`src/rtl/array_cmd_seq.sv`:
```
// array_cmd_seq: command initiator for the CIM array controller.
// Accepts host commands (valid/ready), drives one array op per beat,
// waits RES_LAT cycles, captures the adder-tree result and returns it
// on a valid/ready response channel. Ops: 00 MAC, 01 write, 10 read
// burst across columns, 11 NOP.
//
// Ports:
//   clk, rst        clock, asynchronous active-high reset
//   cmd_valid/ready host command handshake
//   cmd_op/bank/col/len/wdata/act  command fields
//   op_code, addr_bank, addr_col, data_bank, data_in  array request bus
//   arr_result      adder-tree result from the array
//   rsp_valid/ready response handshake
//   rsp_data, rsp_last  captured result, final-beat flag
//   perf_ops, perf_stall  activity counters (ARRAY_CMD_PERF_EN only)
//
// Optional feature macro: ARRAY_CMD_PERF_EN adds saturating counters
// perf_ops (ISSUE cycles) and perf_stall (response back-pressure cycles).

module array_cmd_seq #(
   parameter int RES_W   = 20,
   parameter int RES_LAT = 2
) (
   input  logic             clk,
   input  logic             rst,
   input  logic             cmd_valid,
   output logic             cmd_ready,
   input  logic [1:0]       cmd_op,
   input  logic [3:0]       cmd_bank,
   input  logic [2:0]       cmd_col,
   input  logic [2:0]       cmd_len,
   input  logic [15:0]      cmd_wdata,
   input  logic [15:0]      cmd_act,
   output logic [1:0]       op_code,
   output logic [3:0]       addr_bank,
   output logic [2:0]       addr_col,
   output logic [15:0]      data_bank,
   output logic [15:0]      data_in,
   input  logic [RES_W-1:0] arr_result,
   output logic             rsp_valid,
   input  logic             rsp_ready,
   output logic [RES_W-1:0] rsp_data,
   output logic             rsp_last
`ifdef ARRAY_CMD_PERF_EN
   ,
   output logic [15:0]      perf_ops,
   output logic [15:0]      perf_stall
`endif
);

   typedef enum logic [1:0] {
      S_IDLE,
      S_ISSUE,
      S_WAIT,
      S_RESP
   } state_t;

   localparam logic [1:0] OP_MAC = 2'b00;
   localparam logic [1:0] OP_WR  = 2'b01;
   localparam logic [1:0] OP_RD  = 2'b10;
   localparam logic [1:0] OP_NOP = 2'b11;

   localparam logic [3:0] LAT_INIT = 4'(RES_LAT);

   state_t           state_q, state_d;
   logic [1:0]       op_q,    op_d;
   logic [3:0]       bank_q,  bank_d;
   logic [2:0]       col_q,   col_d;
   logic [2:0]       beat_q,  beat_d;
   logic [15:0]      wdata_q, wdata_d;
   logic [15:0]      act_q,   act_d;
   logic [3:0]       lat_q,   lat_d;
   logic [RES_W-1:0] rdata_q, rdata_d;

   always_ff @(posedge clk or posedge rst) begin
      if (rst) begin
         state_q <= S_IDLE;
         op_q    <= OP_NOP;
         bank_q  <= '0;
         col_q   <= '0;
         beat_q  <= '0;
         wdata_q <= '0;
         act_q   <= '0;
         lat_q   <= '0;
         rdata_q <= '0;
      end else begin
         state_q <= state_d;
         op_q    <= op_d;
         bank_q  <= bank_d;
         col_q   <= col_d;
         beat_q  <= beat_d;
         wdata_q <= wdata_d;
         act_q   <= act_d;
         lat_q   <= lat_d;
         rdata_q <= rdata_d;
      end
   end

   always_comb begin
      state_d   = state_q;
      op_d      = op_q;
      bank_d    = bank_q;
      col_d     = col_q;
      beat_d    = beat_q;
      wdata_d   = wdata_q;
      act_d     = act_q;
      lat_d     = lat_q;
      rdata_d   = rdata_q;
      cmd_ready = 1'b0;
      op_code   = OP_NOP;
      addr_bank = '0;
      addr_col  = '0;
      data_bank = '0;
      data_in   = '0;
      rsp_valid = 1'b0;
      rsp_last  = 1'b0;

      unique case (state_q)
         S_IDLE: begin
            // Registers are held in reset while rst is high, so
            // only the ready output needs explicit gating.
            cmd_ready = ~rst;
            if (cmd_valid) begin
               op_d    = cmd_op;
               bank_d  = cmd_bank;
               col_d   = cmd_col;
               wdata_d = cmd_wdata;
               act_d   = cmd_act;
               beat_d  = (cmd_op == OP_RD) ? cmd_len : 3'd0;
               if (cmd_op == OP_NOP) begin
                  rdata_d = '0;
                  state_d = S_RESP;
               end else begin
                  state_d = S_ISSUE;
               end
            end
         end

         S_ISSUE: begin
            op_code   = op_q;
            addr_bank = bank_q;
            addr_col  = col_q;
            data_bank = wdata_q;
            data_in   = act_q;
            lat_d     = LAT_INIT;
            state_d   = S_WAIT;
         end

         S_WAIT: begin
            lat_d = lat_q - 4'd1;
            // lat_q==1 marks the RES_LAT-th cycle after ISSUE.
            if (lat_q == 4'd1) begin
               rdata_d = (op_q == OP_WR) ? '0 : arr_result;
               state_d = S_RESP;
            end
         end

         S_RESP: begin
            rsp_valid = 1'b1;
            rsp_last  = (beat_q == 3'd0);
            if (rsp_ready) begin
               if (beat_q == 3'd0) begin
                  state_d = S_IDLE;
               end else begin
                  beat_d  = beat_q - 3'd1;
                  col_d   = col_q + 3'd1;
                  state_d = S_ISSUE;
               end
            end
         end

         default: begin
            state_d = S_IDLE;
         end
      endcase
   end

   assign rsp_data = rdata_q;

`ifdef ARRAY_CMD_PERF_EN
   logic [15:0] ops_q;
   logic [15:0] stall_q;

   always_ff @(posedge clk or posedge rst) begin
      if (rst) begin
         ops_q   <= '0;
         stall_q <= '0;
      end else begin
         if (state_q == S_ISSUE && ops_q != 16'hFFFF) begin
            ops_q <= ops_q + 16'd1;
         end
         if (rsp_valid && !rsp_ready && stall_q != 16'hFFFF) begin
            stall_q <= stall_q + 16'd1;
         end
      end
   end

   assign perf_ops   = ops_q;
   assign perf_stall = stall_q;
`endif

endmodule
```
`config.mk`:
```
export PLATFORM = sky130hd
export DESIGN_NAME = array_cmd_seq
export DESIGN_NICKNAME = d
export VERILOG_FILES = /design/src/rtl/array_cmd_seq.sv
export SDC_FILE = /design/constraint.sdc
export NUM_CORES = 1
export LEC_CHECK = 0
export CAP_MARGIN = 40
export CORE_MARGIN = 2
export CORE_UTILIZATION = 40
export DETAILED_ROUTE_END_ITERATION = 8
export HOLD_SLACK_MARGIN = 0.1
export PLACE_DENSITY = 0.77
export SLEW_MARGIN = 20
export SYNTH_ARGS = -nofsm -noshare
export SYNTH_HDL_FRONTEND = slang
export SYNTH_SLANG_ARGS = --single-unit
```
`constraint.sdc`:
```
create_clock -name clk -period 2.6 [get_ports clk]
set_clock_uncertainty 0.2 [all_clocks]
set_input_delay 0.78 -clock clk [delete_from_list [all_inputs] [get_ports clk]]
set_output_delay 0.78 -clock clk [all_outputs]
set_load 0.03 [all_outputs]
```
==> results of run 1 <==
-- synth_stat cells (2+ instances only) --
cell type and number:
nand2_1 43, clkbuf_1 6, a31oi_1 2, nor2_1 5, mux2i_1 2, dfrtp_1 68
nand4_1 2, nor3_1 2, a21o_1 2, clkbuf_8 2, mux2_2 39, buf_6 3
o21ai_2 3, a21oi_1 3, dfstp_2 2, o21ai_0 11, nand2b_1 5, inv_1 12
nand3_1 3, ha_1 10, buf_2 4, a22oi_1 2, and2_1 39, nor2b_1 4
o21ai_1 17
-- power by group through the flow --
| stage | Sequential [mW] | Combinational, mW | Clock (mW) |
|---|---|---|---|
| 2_1_floorplan | 2.08 | 2.19 | 0 |
| 3_3_place_gp | 1.85 | 3.53 | 0 |
| 3_5_place_dp | 1.88 | 3.60 | 0 |
| 4_1_cts | 1.87 | 3.64 | 1.07 |
| 5_1_grt | 1.93 | 3.89 | 1.12 |
| 6_report | 1.87 | 3.60 | 1.04 |
-- per-stage QoR --
step	utilization (%)	std cells	hold slack (ns)	worst slack [ns]
after floorplan	-	310	0.252	0.0682
after global placement	57.4	537	0.261	0.150
after detailed placement	57.4	537	0.274	0.114
after CTS	60.6	553	0.293	0.0111
after global routing	60.6	553	0.307	0.00175
final	60.6	553	0.286	0.0906
-- worst reg2reg max path, cell delays in order, from the launching register on --
cell and delay, ns:
dfrtp_2 0.45, inv_1 0.14, ha_1 0.42, nand2_1 0.13, or4_2 0.54, o21ai_0 0.16
-- flip-flops by register name, indices dropped and copies added, names as in the netlist --
name,cells
rsp_data,20
lat_q,4
col_q,3
act_q,16
wdata_q,16
state_q,2
beat_q,3
op_q,2
bank_q,4
-- per-layer routing --
metal | global-route usage (%) | part of all wire, % | wire length, microns | vias to the layer above
li1 | - | - | - | 1307
met1 | 21.7 | 43 | 3430 | 1262
met2 | 28.3 | 47 | 3720 | 101
met3 | 6.07 | 8.2 | 645 | 11
met4 | 5.63 | 1.4 | 109 | 0
met5 | 0 | 0 | 0 | -
-- cells by family (layout without fill, tap and decap cells) --
logic type / after synthesis / in the layout / synth area share [%]
AND/OR/NAND/NOR: 109 / 109 / 16.7
flip-flops: 70 / 70 / 51.1
AO/OA/AOI/OAI: 52 / 52 / 10.6
multiplexers: 41 / 41 / 13.4
buffers and inverters: 28 / 166 / 4.56
adder cells (fa/ha/maj): 10 / 10 / 3.65
-- layout make-up --
cell class	count	share of cell area, %
Sequential cell	70	35.1
Multi-Input combinational cell	212	30.7
Timing Repair Buffer	138	25.9
Tap cell	105	2.63
Clock buffer	10	2.55
Clock inverter	6	2.20
Inverter	12	0.975
-- worst max-delay path by stage --
stage / from / end / slack, ns / depth (start not counted)
floorplan: state_q[1] / rsp_last / 0.07 / 3
global placement: rst / cmd_ready / 0.15 / 3
detailed placement: rst / cmd_ready / 0.11 / 3
CTS: state_q[0] / rsp_last / 0.01 / 5
global route: state_q[1] / data_in[9] / 0.002 / 5
finish: state_q[1] / data_in[9] / 0.09 / 5
-- timing repair --
| action | CTS | global route |
|---|---|---|
| endpoints found under the setup margin | 42 | 40 |
| hold buffers | 0 | 0 |
| gates resized for setup | 7 | 4 |
-- cells in the final DEF, fill, tap and decap left out, types with 2 or more instances in the layout --
master,instances
inv_2,3
bufinv_16,3
buf_4,46
nand3_1,3
a21o_1,2
clkbuf_8,9
nand2b_1,5
clkdlybuf4s50_1,87
inv_1,8
nand4_1,2
nor2b_1,4
buf_12,3
mux2_2,39
o21ai_2,3
nor3_1,2
a31oi_1,2
clkinvlp_4,3
nand2_1,42
dlygate4sd2_1,2
a22oi_1,2
and2_1,39
a21oi_1,3
nand2_2,2
dfrtp_1,67
o21ai_0,11
dfstp_2,2
ha_1,9
mux2i_1,2
nor2_1,5
o21ai_1,17
==> reports/metrics.cfg, run 1 <==
[pwr]
powerDensity_nw_per_um2=1300
p_seq_share_pct=28.7
combPwrFrac_pct=55.3
clockPowerShare_pct=16.0
power.switching_mw=2.69
finalPower_mw=6.51
ir_drop_v=0.000544
switching_share_pct=41.4
intPower_mw=3.82
power.leakage_nw=2.20

[timing]
max-slew-margin-rel_pct=73.2
hold_viol_final=0
worst_pin_slew_ns=0.402
rsz0062_at_grt=no
setup_viol=0
drv_slew=0
fmax_mhz=398
period_share_pct=96.5
min_period_ns=2.51
tns_ns=0

[placed_design]
hpwlAfterDp_microns=5620
place.gp.congestion=0.740
portBuffers=131
place_area_sq_um=4740

[detailed_routing]
ant_nets=0
routedWlPerCell_microns=14.3
routed_wirelength_microns=7900
firstDrtPassIters=5
num_vias=2681
vias_per_cell=4.85
drc=0
drt_iter0_drc=69

[min_path]
hold_end=rsp_data[0]
min-delay-start=rsp_data[0]
min_delay_path_depth=2
hp-class=flop to flop

[yosys]
synth_cells=310
ys_ff_latch=70
synth_top_area_share_pct=49.6
ys_types=44
postSynthAreaPerCell_sq_um=11.1
synth.net_count=388
yosysWarnings=0
synthFlopType=dfrtp_1
synth-edff-count=0
seq_area_frac_synth_pct=51.1
yosys.area.top_type=dfrtp_1
ys_async_sr_fraction_pct=100
netlist_area_sq_um=3430
synth.area.top_cells=dfrtp_1 50%, mux2_2 13%, and2_1 7.1%

[floorplanning]
die-height_microns=96.6
die-area_sq_um=9330
core-area_sq_um=8260
ioPinCount=132
die_w_microns=96.6
initial_core_util_pct=41.5
num_rows=33

[setup_path]
end_kind=primary output
critPathKind=flop to primary output
crit_fanout=40
rr_endpoint=lat_q[3]
crit_arrival_ns=1.53
slowest_delay_ns=0.43
rr_worst_depth=5
regToRegSetupSlack_ns=0.47
cp_slowest_cell=dfrtp_1
path_buf_inv=3
worstPathCellList=inv_2, ha_4, buf_12, and2_1, buf_4
r2r_start=state_q[0]
critPathRequiredTime_ns=1.62
critPathLaunchType=flop
crit_family=buffers and inverters

[grt]
grt_pass1_vias=2781
grtUsageTotal_pct=17.4
grt_antenna_before_repair=0
gr-total-overflow=0
grt_pass1_wl_microns=13400
grt_max_degree=71

[outcome]
status=complete, no violations

[layout]
nNetsFinal=521
seqCellArea_sq_um=1760
multi_input_area_sq_um=1540
syn_to_final_growth_pct=45.8
drive_above_1_share_pct=27.9
fin_area_sq_um=5000
antenna_cells=0
fillCellCount=725

[clock_tree]
h-tree-depth=3
cts_made_buffers=9
insertion_delay_ns=0.33
cts_buffer_depth=2
clk_pin_slew_ns=0.07
cts_setup_buffers=0
ctsRootBufferMaster=clkbuf_8
cts_tree=yes
cts_sinks=70

[job]
max_cap_violations=0

Note: power is estimated with default switching activity, not from simulation.
==> inputs of run 2 (changes only) <==
- CORE_UTILIZATION: 40 -> 44
- PLACE_DENSITY: 0.77 -> 0.8
- clock period: 2.6 -> 2.8 ns (I/O delays scaled with it)
==> reports/metrics.cfg, run 2 (synthesis results as in run 1) <==
[layout]
fin_cells=549
final_common_cell=clkdlybuf4s50_1
post-route-util_pct=64.9
syn_to_final_growth_pct=44.7
final_cell_mix=88 x clkdlybuf4s50_1, 68 x dfrtp_1, 44 x buf_4
antenna_cells=0
drive_above_1_share_pct=26.6
fin_area_sq_um=4960
largest_reg_flops=20
nNetsFinal=520

[detailed_routing]
ant_nets=0
num_vias=2636
firstDrtPassIters=4
drc=0
vias_per_cell=4.80
drt_iter0_drc=122
routed_wirelength_microns=7580
routedWlPerCell_microns=13.8

[timing]
hold_viol_final=0
setup_viol=0
setup_ws_ns=0.118
drv_slew=0
max-slew-margin-rel_pct=73.7
holdWs_ns=0.281
fmax_mhz=373
rsz0062_at_grt=no
worst_pin_slew_ns=0.394
min_period_ns=2.68
tns_ns=0
period_share_pct=95.8

[clock_tree]
h-tree-depth=3
cts_buffer_depth=2
insertion_delay_ns=0.33
cts_tree=yes
cts_sinks=70
cts_setup_buffers=0
clk_pin_slew_ns=0.07
ctsRootBufferMaster=clkbuf_8
cts_made_buffers=9

[min_path]
hp-class=flop to flop

[floorplanning]
ioPinCount=132
die-area_sq_um=8520
initial_core_util_pct=44.9
core-area_sq_um=7650
die-height_microns=92.3
die_w_microns=92.3
num_rows=32

[grt]
grt_max_degree=71
grt_pass1_vias=2663
grt_pass1_wl_microns=12800
grt_antenna_before_repair=0
grtUsageTotal_pct=18.9
gr-total-overflow=0

[setup_path]
crit_fanout=5
crit_end=rsp_valid
critPathKind=flop to primary output
rr_endpoint=lat_q[3]
startpoint=state_q[1]
rr_worst_depth=5
end_kind=primary output
critPathRequiredTime_ns=1.76
r2r_start=state_q[0]
crit_arrival_ns=1.64
critPathLaunchType=flop
regToRegSetupSlack_ns=0.73

[pwr]
powerDensity_nw_per_um2=1190
finalPower_mw=5.92
power.leakage_nw=2.18
ir_drop_v=0.000621

[placed_design]
dp_cells=533
portBuffers=131
hpwlAfterDp_microns=5490
place.gp.congestion=0.780
place_area_sq_um=4730
dp_slack_ns=0.170

[job]
max_cap_violations=0

[outcome]
status=complete, no violations

-- run 2: final cells by class --
cell class / count / area, sq um
clock buffer: 9 / 124
clock inverter: 7 / 97.6
fill: 633 / 2680
inverter: 12 / 48.8
multi-input combinational: 212 / 1520
sequential: 70 / 1750
tap: 102 / 128
timing repair buffer: 137 / 1290
-- run 2: worst min path at each step --
stage / slack [ns] / end / startpoint / cells past startpoint
after floorplan: 0.25 / lat_q[3] / lat_q[3] / 1
after global placement: 0.26 / rsp_data[17] / rsp_data[17] / 2
after detailed placement: 0.27 / rsp_data[18] / rsp_data[18] / 2
after CTS: 0.29 / rsp_data[18] / rsp_data[18] / 2
after global routing: 0.31 / wdata_q[9] / wdata_q[9] / 1
final: 0.28 / rsp_data[18] / rsp_data[18] / 2
-- run 2: where the power goes --
| part | switching (mW) | total (mW) | internal (mW) |
|---|---|---|---|
| Clock | 0.390 | 0.894 | 0.504 |
| Combinational | 1.85 | 3.30 | 1.45 |
| Sequential | 0.229 | 1.72 | 1.50 |
| Total | 2.47 | 5.92 | 3.45 |
-- run 2: repair_timing --
| action | 4_1_cts | 5_1_grt |
|---|---|---|
| pin swaps | 0 | 0 |
| hold buffers | 0 | 0 |
| gates resized for setup | 3 | 3 |
| endpoints found under the setup margin | 37 | 39 |
-- run 2: layer usage --
metal / vias to the layer above / routed length [microns] / GRT usage (%)
met1: 1213 / 3350 / 24.5
met2: 104 / 3420 / 28.5
met5: - / 0 / 0
li1: 1311 / - / -
met3: 8 / 719 / 7.32
met4: 0 / 89 / 7.34
-- run 2: worst max-delay path, cell delays in order (launching register included) --
cell and delay [ns]:
dfrtp_1 0.42, ha_1 0.21, clkdlybuf4s50_1 0.68
